## src/rtl/axis_fifo_sc_if.sv

```systemverilog
// rtl/axis_fifo_sc_if.sv - AXI4-Stream bundle for axis_fifo_sc
//
// Purpose : groups one AXI4-Stream channel (payload, sideband, handshake).
// Signals : tdata[DWIDTH], tid[TID_WIDTH], tdest[TDEST_WIDTH], tuser[TUSER_WIDTH],
//           tlast, tvalid (master -> slave), tready (slave -> master).
// Modports: master drives payload/tvalid, slave drives tready.
interface axis_fifo_sc_if #(
  parameter int DWIDTH      = 8,
  parameter int TID_WIDTH   = 8,
  parameter int TDEST_WIDTH = 8,
  parameter int TUSER_WIDTH = 8
) ();
  logic [DWIDTH-1:0]      tdata;
  logic [TID_WIDTH-1:0]   tid;
  logic [TDEST_WIDTH-1:0] tdest;
  logic [TUSER_WIDTH-1:0] tuser;
  logic                   tlast;
  logic                   tvalid;
  logic                   tready;

  modport master (output tdata, tid, tdest, tuser, tlast, tvalid, input tready);
  modport slave  (input tdata, tid, tdest, tuser, tlast, tvalid, output tready);
endinterface

```

## src/rtl/axis_fifo_sc.sv

```systemverilog
// rtl/axis_fifo_sc.sv - single-clock FWFT AXI4-Stream FIFO
//
// Purpose : same-domain stream buffer, DEPTH = 2**AWIDTH words including the
//           output register. tdata plus enabled tid/tdest/tuser/tlast are packed
//           LSB-first into one storage word; disabled fields take no bits and
//           read back as 0.
// Ports   : aclk, aresetn (async assert, active low)
//           s_axis       - slave stream (write side), tready = not full
//           m_axis       - master stream (read side), first-word-fall-through
//           data_count   - words held, 0..DEPTH
//           almost_full  - data_count >= DEPTH-AF_MARGIN
//           almost_empty - data_count <= AE_MARGIN
// Option  : define AXIS_FIFO_PACKET_MODE_EN for store-and-forward (needs TLAST=1).
module axis_fifo_sc #(
  parameter int DWIDTH      = 8,
  parameter int AWIDTH      = 4,
  parameter int USE_TID     = 0,
  parameter int TID_WIDTH   = 8,
  parameter int USE_TDEST   = 0,
  parameter int TDEST_WIDTH = 8,
  parameter int USE_TUSER   = 0,
  parameter int TUSER_WIDTH = 8,
  parameter int TLAST       = 1,
  parameter int AF_MARGIN   = 2,
  parameter int AE_MARGIN   = 1
) (
  input  logic              aclk,
  input  logic              aresetn,
  axis_fifo_sc_if.slave     s_axis,
  axis_fifo_sc_if.master    m_axis,
  output logic [AWIDTH:0]   data_count,
  output logic              almost_full,
  output logic              almost_empty
);
  localparam int DEPTH    = 1 << AWIDTH;
  localparam int ID_W     = (USE_TID   != 0) ? TID_WIDTH   : 0;
  localparam int DEST_W   = (USE_TDEST != 0) ? TDEST_WIDTH : 0;
  localparam int USER_W   = (USE_TUSER != 0) ? TUSER_WIDTH : 0;
  localparam int LAST_W   = (TLAST     != 0) ? 1 : 0;
  localparam int OFF_ID   = DWIDTH;
  localparam int OFF_DEST = OFF_ID + ID_W;
  localparam int OFF_USER = OFF_DEST + DEST_W;
  localparam int OFF_LAST = OFF_USER + USER_W;
  localparam int WW       = OFF_LAST + LAST_W;

  localparam logic [AWIDTH:0]   FULL_LVL = (AWIDTH+1)'(DEPTH);
  localparam logic [AWIDTH:0]   AF_LVL   = (AWIDTH+1)'(DEPTH - AF_MARGIN);
  localparam logic [AWIDTH:0]   AE_LVL   = (AWIDTH+1)'(AE_MARGIN);
  localparam logic [AWIDTH:0]   CNT_ONE  = 1;
  localparam logic [AWIDTH-1:0] PTR_ONE  = 1;

  logic [WW-1:0]     mem [DEPTH];
  logic [WW-1:0]     s_word;
  logic [WW-1:0]     out_q;
  logic              out_valid_q;
  logic              ready_q;
  logic [AWIDTH-1:0] wr_ptr_q, rd_ptr_q;
  logic [AWIDTH:0]   count_q, count_d, mem_count;
  logic              s_fire, m_fire, m_valid, m_last;
  logic              mem_has, out_free, load_mem, bypass, write_mem;

  // Pack / unpack the storage word.
  assign s_word[DWIDTH-1:0] = s_axis.tdata;
  assign m_axis.tdata       = out_q[DWIDTH-1:0];

  if (USE_TID != 0) begin : g_tid
    assign s_word[OFF_ID +: TID_WIDTH] = s_axis.tid;
    assign m_axis.tid = out_q[OFF_ID +: TID_WIDTH];
  end else begin : g_no_tid
    logic unused_tid;
    assign unused_tid = ^s_axis.tid;
    assign m_axis.tid = '0;
  end

  if (USE_TDEST != 0) begin : g_tdest
    assign s_word[OFF_DEST +: TDEST_WIDTH] = s_axis.tdest;
    assign m_axis.tdest = out_q[OFF_DEST +: TDEST_WIDTH];
  end else begin : g_no_tdest
    logic unused_tdest;
    assign unused_tdest = ^s_axis.tdest;
    assign m_axis.tdest = '0;
  end

  if (USE_TUSER != 0) begin : g_tuser
    assign s_word[OFF_USER +: TUSER_WIDTH] = s_axis.tuser;
    assign m_axis.tuser = out_q[OFF_USER +: TUSER_WIDTH];
  end else begin : g_no_tuser
    logic unused_tuser;
    assign unused_tuser = ^s_axis.tuser;
    assign m_axis.tuser = '0;
  end

  if (TLAST != 0) begin : g_tlast
    assign s_word[OFF_LAST] = s_axis.tlast;
    assign m_last = out_q[OFF_LAST];
  end else begin : g_no_tlast
    logic unused_tlast;
    assign unused_tlast = s_axis.tlast;
    assign m_last = 1'b0;
  end

  assign m_axis.tlast  = m_last;
  assign m_axis.tvalid = m_valid;
  assign s_axis.tready = ready_q;

  assign s_fire = s_axis.tvalid && ready_q;
  assign m_fire = m_valid && m_axis.tready;

  // count_q includes the output register; mem_count is what still sits in RAM.
  assign mem_count = count_q - {{AWIDTH{1'b0}}, out_valid_q};
  assign mem_has   = (mem_count != '0);
  assign out_free  = !out_valid_q || m_fire;
  assign load_mem  = out_free && mem_has;
  // Refill the draining output register straight from the write port so a
  // one-deep stream keeps 1 beat/cycle. An empty FIFO never takes this path.
  assign bypass    = out_valid_q && m_fire && !mem_has && s_fire;
  assign write_mem = s_fire && !bypass;

  always_comb begin
    count_d = count_q;
    if (s_fire && !m_fire)      count_d = count_q + CNT_ONE;
    else if (!s_fire && m_fire) count_d = count_q - CNT_ONE;
  end

  always_ff @(posedge aclk) begin
    if (write_mem) mem[wr_ptr_q] <= s_word;
  end

  always_ff @(posedge aclk or negedge aresetn) begin
    if (!aresetn) begin
      wr_ptr_q    <= '0;
      rd_ptr_q    <= '0;
      count_q     <= '0;
      ready_q     <= 1'b0;
      out_q       <= '0;
      out_valid_q <= 1'b0;
    end else begin
      count_q <= count_d;
      ready_q <= (count_d != FULL_LVL);
      if (write_mem) wr_ptr_q <= wr_ptr_q + PTR_ONE;
      if (load_mem) begin
        out_q       <= mem[rd_ptr_q];
        rd_ptr_q    <= rd_ptr_q + PTR_ONE;
        out_valid_q <= 1'b1;
      end else if (bypass) begin
        out_q       <= s_word;
        out_valid_q <= 1'b1;
      end else if (m_fire) begin
        out_valid_q <= 1'b0;
      end
    end
  end

`ifdef AXIS_FIFO_PACKET_MODE_EN
  logic [AWIDTH:0] pkt_count_q;
  logic            stream_q;
  logic            pkt_in, pkt_out;

  if (TLAST == 0) begin : g_cfg_err
    $error("axis_fifo_sc: packet mode needs TLAST = 1");
  end

  assign pkt_in  = s_fire && s_axis.tlast;
  assign pkt_out = m_fire && m_last;
  // Full overrides the wait so an oversize packet streams; stream_q keeps a
  // started packet flowing until its tlast leaves.
  assign m_valid = out_valid_q &&
                   ((pkt_count_q != '0) || (count_q == FULL_LVL) || stream_q);

  always_ff @(posedge aclk or negedge aresetn) begin
    if (!aresetn) begin
      pkt_count_q <= '0;
      stream_q    <= 1'b0;
    end else begin
      if (pkt_in && !pkt_out)      pkt_count_q <= pkt_count_q + CNT_ONE;
      else if (!pkt_in && pkt_out) pkt_count_q <= pkt_count_q - CNT_ONE;
      if (m_fire) stream_q <= !m_last;
    end
  end
`else
  assign m_valid = out_valid_q;
`endif

  assign data_count   = count_q;
  assign almost_full  = (count_q >= AF_LVL);
  assign almost_empty = (count_q <= AE_LVL);
endmodule

```

## src/flat_wrapper.sv

```systemverilog
// flat-port wrapper written by rule: the top's interface ports become plain ports
module axis_fifo_sc_flat 
#(
  parameter int DWIDTH      = 8,
  parameter int AWIDTH      = 4,
  parameter int USE_TID     = 0,
  parameter int TID_WIDTH   = 8,
  parameter int USE_TDEST   = 0,
  parameter int TDEST_WIDTH = 8,
  parameter int USE_TUSER   = 0,
  parameter int TUSER_WIDTH = 8,
  parameter int TLAST       = 1,
  parameter int AF_MARGIN   = 2,
  parameter int AE_MARGIN   = 1
)
  (aclk, aresetn, data_count, almost_full, almost_empty, s_axis_tdata, s_axis_tid, s_axis_tdest, s_axis_tuser, s_axis_tlast, s_axis_tvalid, s_axis_tready, m_axis_tdata, m_axis_tid, m_axis_tdest, m_axis_tuser, m_axis_tlast, m_axis_tvalid, m_axis_tready);
  axis_fifo_sc_if #(.DWIDTH(DWIDTH), .TID_WIDTH(TID_WIDTH), .TDEST_WIDTH(TDEST_WIDTH), .TUSER_WIDTH(TUSER_WIDTH)) s_axis_i ();
  axis_fifo_sc_if #(.DWIDTH(DWIDTH), .TID_WIDTH(TID_WIDTH), .TDEST_WIDTH(TDEST_WIDTH), .TUSER_WIDTH(TUSER_WIDTH)) m_axis_i ();
  input  logic aclk;
  input  logic aresetn;
  output logic [AWIDTH:0] data_count;
  output logic almost_full;
  output logic almost_empty;
  input wire logic [$bits(s_axis_i.tdata)-1:0] s_axis_tdata;
  input wire logic [$bits(s_axis_i.tid)-1:0] s_axis_tid;
  input wire logic [$bits(s_axis_i.tdest)-1:0] s_axis_tdest;
  input wire logic [$bits(s_axis_i.tuser)-1:0] s_axis_tuser;
  input wire logic [$bits(s_axis_i.tlast)-1:0] s_axis_tlast;
  input wire logic [$bits(s_axis_i.tvalid)-1:0] s_axis_tvalid;
  output wire logic [$bits(s_axis_i.tready)-1:0] s_axis_tready;
  output wire logic [$bits(m_axis_i.tdata)-1:0] m_axis_tdata;
  output wire logic [$bits(m_axis_i.tid)-1:0] m_axis_tid;
  output wire logic [$bits(m_axis_i.tdest)-1:0] m_axis_tdest;
  output wire logic [$bits(m_axis_i.tuser)-1:0] m_axis_tuser;
  output wire logic [$bits(m_axis_i.tlast)-1:0] m_axis_tlast;
  output wire logic [$bits(m_axis_i.tvalid)-1:0] m_axis_tvalid;
  input wire logic [$bits(m_axis_i.tready)-1:0] m_axis_tready;
  assign s_axis_i.tdata = s_axis_tdata;
  assign s_axis_i.tid = s_axis_tid;
  assign s_axis_i.tdest = s_axis_tdest;
  assign s_axis_i.tuser = s_axis_tuser;
  assign s_axis_i.tlast = s_axis_tlast;
  assign s_axis_i.tvalid = s_axis_tvalid;
  assign s_axis_tready = s_axis_i.tready;
  assign m_axis_tdata = m_axis_i.tdata;
  assign m_axis_tid = m_axis_i.tid;
  assign m_axis_tdest = m_axis_i.tdest;
  assign m_axis_tuser = m_axis_i.tuser;
  assign m_axis_tlast = m_axis_i.tlast;
  assign m_axis_tvalid = m_axis_i.tvalid;
  assign m_axis_i.tready = m_axis_tready;
  axis_fifo_sc #(.DWIDTH(DWIDTH), .AWIDTH(AWIDTH), .USE_TID(USE_TID), .TID_WIDTH(TID_WIDTH), .USE_TDEST(USE_TDEST), .TDEST_WIDTH(TDEST_WIDTH), .USE_TUSER(USE_TUSER), .TUSER_WIDTH(TUSER_WIDTH), .TLAST(TLAST), .AF_MARGIN(AF_MARGIN), .AE_MARGIN(AE_MARGIN)) u_core (.aclk(aclk), .aresetn(aresetn), .s_axis(s_axis_i), .m_axis(m_axis_i), .data_count(data_count), .almost_full(almost_full), .almost_empty(almost_empty));
endmodule
```

## config.mk

```make
export PLATFORM = sky130hd
export DESIGN_NAME = axis_fifo_sc_flat
export DESIGN_NICKNAME = d
export VERILOG_FILES = /design/src/rtl/axis_fifo_sc_if.sv /design/src/rtl/axis_fifo_sc.sv /design/src/flat_wrapper.sv
export SDC_FILE = /design/constraint.sdc
export NUM_CORES = 1
export LEC_CHECK = 0
export BUFFER_PORTS_ARGS = -buffer_cell sky130_fd_sc_hd__clkbuf_2
export CAP_MARGIN = 40
export CORE_ASPECT_RATIO = 1.1
export CORE_MARGIN = 2
export CORE_UTILIZATION = 58
export CTS_CLUSTER_DIAMETER = 60
export CTS_CLUSTER_SIZE = 20
export DETAILED_ROUTE_END_ITERATION = 16
export GPL_TIMING_DRIVEN = 1
export PLACE_DENSITY = 0.79
export SLEW_MARGIN = 20
export SYNTH_ARGS = -nofsm -noshare
export SYNTH_HDL_FRONTEND = slang
export SYNTH_SLANG_ARGS = --single-unit
```

## constraint.sdc

```tcl
create_clock -name aclk -period 3 [get_ports aclk]
set_input_delay 0 -clock aclk [delete_from_list [all_inputs] [get_ports aclk]]
set_output_delay 0 -clock aclk [all_outputs]
set_load 0.01 [all_outputs]
```

==> impl_metrics.toml, run 1 <==
[sta]
post-route-min-period_ns = 2.718
skew_ns = 0.008666
setup_viol_count_final = 0
slew_headroom_pct = 51.60
hold_violations = 0
setup_slack_ns = 0.2818
rsz0062_at_grt = "no"
fmax_mhz = 367.9
period_share_pct = 90.61
slew_violations = 0
fin_setup_tns_ns = 0
worst_pin_slew_ns = 0.7260

[clock_network]
cts_tree = "yes"
clk_latency_ns = 0.41
cts-root-buf = "clkbuf_16"
clk_pin_slew_ns = 0.06
cts.path.max_buffers = 2
cts-buffers-inserted = 17
cts_resized = 0
post_cts_buffers = 0
htree_levels = 4
cts_sinks = 168

[logic_synthesis]
ys_seq_area_share_pct = 69.82
synth_ff_type = "edfxtp_1"
yosys_register_bits = 168
synth_cell_type_count = 43
async_flop_share_pct = 14.29
synth_edf_count = 144
netlist_instances = 393
synth_warnings = 0
syn_area_sq_um = 7053
avgSynthCellArea_sq_um = 17.95

[finish]
antenna_cells = 0
drive_above_1_share_pct = 26.10
fill_cells = 743
final_area_sq_um = 7953
utilization_pct = 66.67
final_cell_mix = "edfxtp_1, mux4_2, clkbuf_2, conb_1, dfrtp_1"
syn_to_final_growth_pct = 12.76
fin_nets = 490
layout_commonest_cell = "edfxtp_1"

[place]
hpwl_microns = 8565
place_congestion = 0.8346
placed_area_sq_um = 7366
pre_cts_ws_ns = 0.2812
portBuffers = 30

[die]
ios = 79
core.rowCount = 42
die-area_sq_um = 13060
core_sq_um = 11930
initial_core_util_pct = 59.13
die_h_microns = 119.7
fp.dieW_microns = 109.1

[worst_setup_path]
endpoint_kind = "flop"
critPathMaxFanout = 9
cp.required_ns = 3.05
path_class = "reg2reg"
cp-start-kind = "flop"
worstPathArrival_ns = 2.77

[power_and_ir_drop]
ir_drop_v = 0.0006285
power.leakage_nw = 2.839
powerDensity_nw_per_um2 = 936.8
finalPower_mw = 7.450

[detailed_routing]
routed_wirelength_microns = 14000
drt_iter0_markers = 264
first_pass_iters = 5
route.detailed.wl_per_inst_microns = 22.95
via_per_inst = 6.008
route.vias.total = 3665
ant_nets = 0
drc_errors = 0

[grt]
grt_max_degree = 39
grt_pass1_wl_microns = 21210
antenna_found_initial = 0
overflow = 0
groute.usage.overall_pct = 23.19
grt_pass1_vias = 3743

[worst_hold_path]
hold_class = "in2reg"

[run_status]
status = "finished, final reports clean"

[job]
cap_violations = 0
==> repair_timing <==
| action | 4_1_cts | 5_1_grt |
|---|---|---|
| hold endpoints to repair | 24 | 0 |
| hold buffers | 1 | 0 |
| setup endpoints to repair | 0 | 0 |
==> cells in the mapped netlist (all sizes together), types with 10 or more instances <==
cell type | count | area (sq um)
nor2 | 15 | 56.30
edfxtp | 144 | 4324
nand2 | 11 | 43.80
buf | 32 | 220.2
mux4 | 36 | 810.8
and2 | 15 | 98.85
ha | 10 | 125.1
o21ai | 12 | 60.05
mux2i | 19 | 190.2
dfrtp | 24 | 600.6
==> worst paths after layout <==
| check | depth (start not counted) | from | end | slack (ns) |
|---|---|---|---|---|
| setup / recovery | 7 | u_core.data_count[0] | u_core.mem[5][1] | 0.28 |
| hold / removal | 1 | s_axis_tdata[4] | u_core.mem[9][4] | 0.08 |
| setup reg to reg | 7 | u_core.data_count[0] | u_core.mem[5][1] | 0.28 |
| hold reg to reg | 1 | u_core.out_q[7] | u_core.out_q[7] | 0.50 |
| max in group asynchronous | 2 | aresetn | u_core.rd_ptr_q[2] | 2.36 |
| min in group asynchronous | 2 | aresetn | u_core.data_count[4] | 0.16 |
==> flip-flops by register name (all words and copies together), names as in the netlist <==
signal and cells:
u_core.m_axis.tvalid 1, u_core.data_count 5, u_core.rd_ptr_q 4, u_core.out_q 9, u_core.wr_ptr_q 4, u_core.s_axis.tready 1
u_core.mem 144
==> metrics by stage <==
step | hold WS (ns) | cells
6_report | 0.07536 | 610
5_1_grt | 0.08839 | 610
4_1_cts | 0.05870 | 610
3_5_place_dp | 0.06212 | 577
3_3_place_gp | 0.03625 | 577
2_1_floorplan | -0.2956 | 416
==> cell families (layout without fill, tap and decap cells) <==
group                    count (synthesis)  after routing  synth area share [%]
AO/OA/AOI/OAI                           37             37                 3.708
XOR/XNOR                                10             10                 1.242
adder cells (fa/ha/maj)                 12             12                 2.058
buffers and inverters                   47             87                 3.920
flip-flops                             168            168                 69.82
multiplexers                            56             56                 14.35
other                                    1             24               0.05317
AND/OR/NAND/NOR                         62             62                 4.843
==> critical path, stage by stage (launching register included) <==
cell and delay [ns]:
dfrtp_1 0.42, inv_1 0.15, ha_1 0.22, xnor2_1 0.15, and4_1 0.25, a21oi_2 0.39, and3b_1 0.32, and2_1 0.45
==> power by group <==
part / internal, mW / switching, mW
clock: 1.23 / 0.880
combinational: 1.02 / 1.18
sequential: 2.90 / 0.247
total: 5.15 / 2.30
==> cell type report <==
| type | instances | area [sq um] | share of cell area (%) |
|---|---|---|---|
| Inverter | 9 | 33.78 | 0.4248 |
| Sequential cell | 168 | 4926 | 61.94 |
| Clock inverter | 13 | 143.9 | 1.809 |
| Timing Repair Buffer | 46 | 285.3 | 3.587 |
| Tap cell | 154 | 192.7 | 2.423 |
| Clock buffer | 19 | 432.9 | 5.444 |
| Multi-Input combinational cell | 201 | 1938 | 24.37 |
==> routing by layer <==
metal,track usage [%],up-vias,part of all wire [%]
li1,-,1587,-
met1,30.31,1883,40
met2,37.23,168,52
met3,5.106,27,5.0
met4,10.74,0,3.0
met5,0,-,0
(Power assumes the default switching activity.)
==> run 2: changes to the inputs <==
==> constraint.sdc (replaced) <==
create_clock -name aclk -period 3 [get_ports aclk]
set_input_delay 0.6 -clock aclk [delete_from_list [all_inputs] [get_ports aclk]]
set_output_delay 0.6 -clock aclk [all_outputs]
set_load 0.01 [all_outputs]
==> impl_metrics.toml, run 2 (synthesis gave the netlist of run 1 again) <==
[power_and_ir_drop]
power.leakage_nw = 2.896
ir_drop_v = 0.001087
finalPower_mw = 7.552
powerDensity_nw_per_um2 = 940.6

[worst_setup_path]
path_class = "reg2reg"
path_cells = "inv_1 > ha_1 > xnor2_1 > and4_1 > a21oi_2 > nor3b_2 > and2_1 > buf_4"
path_buf_inv = 2
critPathMaxFanout = 12
rrSetupSlack_ns = 0.19
worstPathArrival_ns = 2.93
rr_worst_depth = 8
r2r_start = "u_core.data_count[0]"
crit_family = "simple AND/OR/NAND/NOR gates"
cp.required_ns = 3.11
cp-start-kind = "flop"
cp_slowest_cell = "a21oi_2"
endpoint_kind = "flop"
reg2reg_to = "u_core.mem[2][3]"
max_stage_delay_ns = 0.47

[clock_network]
clk_pin_slew_ns = 0.07
cts-buffers-inserted = 17
hold_buffers = 0
cts.path.max_buffers = 2
cts_tree = "yes"
cts-root-buf = "clkbuf_16"
post_cts_buffers = 0
cts_resized = 0
htree_levels = 4
clk_latency_ns = 0.42
cts_sinks = 168

[place]
pre_cts_ws_ns = 0.2537
portBuffers = 30
place_congestion = 0.7746
hpwl_microns = 8917

[sta]
post-route-min-period_ns = 2.812
setup_slack_ns = 0.1878
setup_viol_count_final = 0
slew_headroom_pct = 41.12
worst_pin_slew_ns = 0.8831
fin_setup_tns_ns = 0
rsz0062_at_grt = "no"
fmax_mhz = 355.6
period_share_pct = 93.74
slew_violations = 0
skew_ns = 0.01055
hold_violations = 0

[grt]
grt_max_degree = 38
grt_pass1_vias = 3589
antenna_found_initial = 0
overflow = 0
grt_pass1_wl_microns = 21060
groute.usage.overall_pct = 23.06

[detailed_routing]
drc_errors = 0
route.vias.total = 3685
via_per_inst = 5.982
ant_nets = 0
drt_iter0_markers = 413
routed_wirelength_microns = 13830
first_pass_iters = 5
route.detailed.wl_per_inst_microns = 22.45

[finish]
antenna_cells = 0
drive_above_1_share_pct = 27.92
largest_reg_flops = 144
syn_to_final_growth_pct = 13.84
final_cell_mix = "edfxtp_1, mux4_2, clkbuf_2, conb_1, dfrtp_1"
largest_registers = "u_core.mem x144, u_core.out_q x9, u_core.data_count x5"
utilization_pct = 67.31
layout_commonest_cell = "edfxtp_1"
top_register = "u_core.mem"
fin_nets = 496

[worst_hold_path]
hold_class = "in2async"

[job]
cap_violations = 0

[die]
die_h_microns = 119.7
initial_core_util_pct = 59.13
die-area_sq_um = 13060
ios = 79
core.rowCount = 42
fp.dieW_microns = 109.1
core_sq_um = 11930

[run_status]
status = "finished, final reports clean"
run 2: cell count changes in the layout (fill, tap and decap cells not counted), sizes merged:
cell	delta
clkbuf	-2
clkinvlp	-2
bufinv	+1
dlygate4sd3	-1
clkinv	+2
inv	+1
buf	+7
run 2: layer usage:
metal | routed length (microns) | vias to the layer above | track usage [%]
met5 | 0 | - | 0
met4 | 316 | 0 | 8.974
met3 | 854 | 21 | 4.943
met2 | 7109 | 169 | 37.34
met1 | 5550 | 1893 | 30.74
li1 | - | 1602 | -
run 2: worst max path at each step:
stage	startpoint	endpoint	cells after the start
2_1_floorplan	u_core.data_count[0]	u_core.mem[10][0]	7
3_3_place_gp	u_core.data_count[0]	u_core.mem[3][6]	8
3_5_place_dp	u_core.data_count[0]	u_core.mem[1][7]	8
4_1_cts	u_core.data_count[0]	u_core.mem[2][3]	8
5_1_grt	u_core.data_count[0]	u_core.mem[1][3]	8
6_report	u_core.data_count[0]	u_core.mem[2][3]	8
run 2: through the flow:
step | hold WS, ns | instance area, sq um | instances
floorplan | 0.3044 | 7139 | 416
global placement | 0.4771 | 7398 | 583
detailed placement | 0.4971 | 7398 | 583
CTS | 0.2057 | 8014 | 615
global route | 0.2318 | 8029 | 616
finish | 0.2028 | 8029 | 616
run 2: area by class of cell:
cell class / instances / area [sq um]
flip-flops and latches: 168 / 4926
fillers: 716 / 3900
multi-input cells: 201 / 1938
clock buffers: 17 / 425.4
repair buffers: 52 / 322.8
well taps: 154 / 192.7
clock inverters: 15 / 190.2
inverters: 9 / 33.78
run 2: power breakdown:
| part | total (mW) | internal, mW | switching (mW) |
|---|---|---|---|
| registers | 3.19 | 2.89 | 0.295 |
| clock network | 2.22 | 1.33 | 0.893 |
| logic | 2.14 | 1.03 | 1.11 |
==> run 3: changes to the inputs <==
CORE_MARGIN = default   (was 2)
clock period = 2.75 ns   (was 3 ns; I/O delays follow)
==> impl_metrics.toml, run 3 (synthesis gave the netlist of run 1 again) <==
[finish]
utilization_pct = 69.67
antenna_cells = 0
fin_nets = 496
largest_registers = "u_core.mem x144, u_core.out_q x9, u_core.data_count x5"
regArea_sq_um = 4926
fill_cells = 732
final_cell_mix = "edfxtp_1, mux4_2, clkbuf_2, conb_1, dfrtp_1"
layout_commonest_cell = "edfxtp_1"
multi_input_area_sq_um = 1938
syn_to_final_growth_pct = 15.03
drive_above_1_share_pct = 27.27
largest_reg_flops = 144
fin_cells = 612
top_register = "u_core.mem"

[clock_network]
clk_pin_slew_ns = 0.07
cts_resized = 0
cts_sinks = 168
cts-root-buf = "clkbuf_16"
clk_latency_ns = 0.42
cts_tree = "yes"
post_cts_buffers = 0
cts.path.max_buffers = 2
htree_levels = 4
cts-buffers-inserted = 17
hold_buffers = 0

[grt]
overflow = 0
groute.usage.overall_pct = 23.27
grt_pass1_wl_microns = 20890
grt_max_degree = 38
grt_pass1_vias = 3711
antenna_found_initial = 0

[sta]
post-route-min-period_ns = 2.513
rsz0062_at_grt = "no"
slew_violations = 0
fmax_mhz = 397.9
worst_pin_slew_ns = 0.6692
slew_headroom_pct = 55.38
hold_violations = 0
setup_viol_count_final = 0
skew_ns = 0.01120
fin_setup_tns_ns = 0
period_share_pct = 91.39

[die]
core.rowCount = 41
core_sq_um = 11640
die_h_microns = 117.7
initial_core_util_pct = 60.57
ios = 79
die-area_sq_um = 12610
fp.dieW_microns = 107.1

[run_status]
status = "finished, final reports clean"

[worst_hold_path]
hold_class = "in2async"

[detailed_routing]
route.detailed.wl_per_inst_microns = 21.74
via_per_inst = 5.913
drt_iter0_markers = 327
route.vias.total = 3619
first_pass_iters = 5
routed_wirelength_microns = 13300
drc_errors = 0
ant_nets = 0

[place]
hpwl_microns = 8435
place_inst = 580
place_congestion = 0.8444
portBuffers = 30

[worst_setup_path]
cp_slowest_cell = "dfrtp_1"
critPathMaxFanout = 9
path_cells = "inv_1 > ha_1 > xnor2_1 > and4_1 > a21oi_2 > nor3b_2 > and2_1 > buf_4"
max_stage_delay_ns = 0.46
path_class = "reg2reg"
cp-start-kind = "flop"
endpoint_kind = "flop"
worstPathArrival_ns = 2.63
cp.required_ns = 2.87
r2r_start = "u_core.data_count[0]"
crit_start = "u_core.data_count[0]"

[power_and_ir_drop]
finalPower_mw = 8.117
ir_drop_v = 0.0007642
powerDensity_nw_per_um2 = 1001
power.leakage_nw = 2.913

[job]
cap_violations = 0
## run 3: changes by cell type in the layout (fill, tap and decap cells not counted), sizes merged
cell,previous run,this run
inv,14,13
clkbuf,47,51
clkinv,4,5
bufinv,3,1
clkinvlp,3,1
## run 3: per-layer routing
layer,track usage (%),vias to the layer above,wire length [microns],part of all wire (%)
li1,-,1607,-,-
met3,4.540,13,856,6.4
met2,38.71,159,6991,53
met4,8.990,0,188,1.4
met1,30.34,1840,5267,40
met5,0,-,0,0
## run 3: path summary, 6_finish.rpt
| kind | endpoint | slack, ns | cells after the start |
|---|---|---|---|
| min | u_core.rd_ptr_q[0] | 0.16 | 1 |
| min in group aclk | u_core.out_q[7] | 0.51 | 1 |
| max in group asynchronous | u_core.rd_ptr_q[2] | 2.13 | 1 |
| max reg2reg | u_core.mem[0][6] | 0.24 | 8 |
| min reg2reg | u_core.out_q[7] | 0.51 | 1 |
| max | u_core.mem[0][6] | 0.24 | 8 |
## run 3: area by class of cell
type                    count  area share [%]
flip-flops and latches    168           60.72
multi-input cells         201           23.89
clock buffers              21           5.676
repair buffers             52           5.583
well taps                 150           2.313
clock inverters            11           1.403
inverters                   9          0.4164
## run 3: worst max-delay path, delay by kind of cell, from the launching register on
family	cells	cell delay (ns)
xor+xnor	1	0.15
compound gates	1	0.28
fa+ha+maj	1	0.22
flops	1	0.46
simple gates	3	0.74
buf+inv	2	0.36
## run 3: power breakdown
| part | switching [mW] | internal, mW | leakage (nW) | total [mW] |
|---|---|---|---|---|
| sequential | 0.250 | 3.16 | 1.58 | 3.41 |
| combinational | 1.26 | 1.18 | 1.06 | 2.44 |
| clock | 0.958 | 1.31 | 0.278 | 2.27 |
| total | 2.47 | 5.65 | 2.91 | 8.12 |
## run 3: per-stage QoR
step	setup slack, ns	hold WS [ns]	instance area, sq um
final	0.2367	0.1553	8113
after global placement	0.3205	0.4798	7538
after global routing	0.05931	0.1850	8113
after CTS	0.2648	0.1497	8113
after floorplan	0.3544	0.2544	7139
after detailed placement	0.2667	0.4873	7538
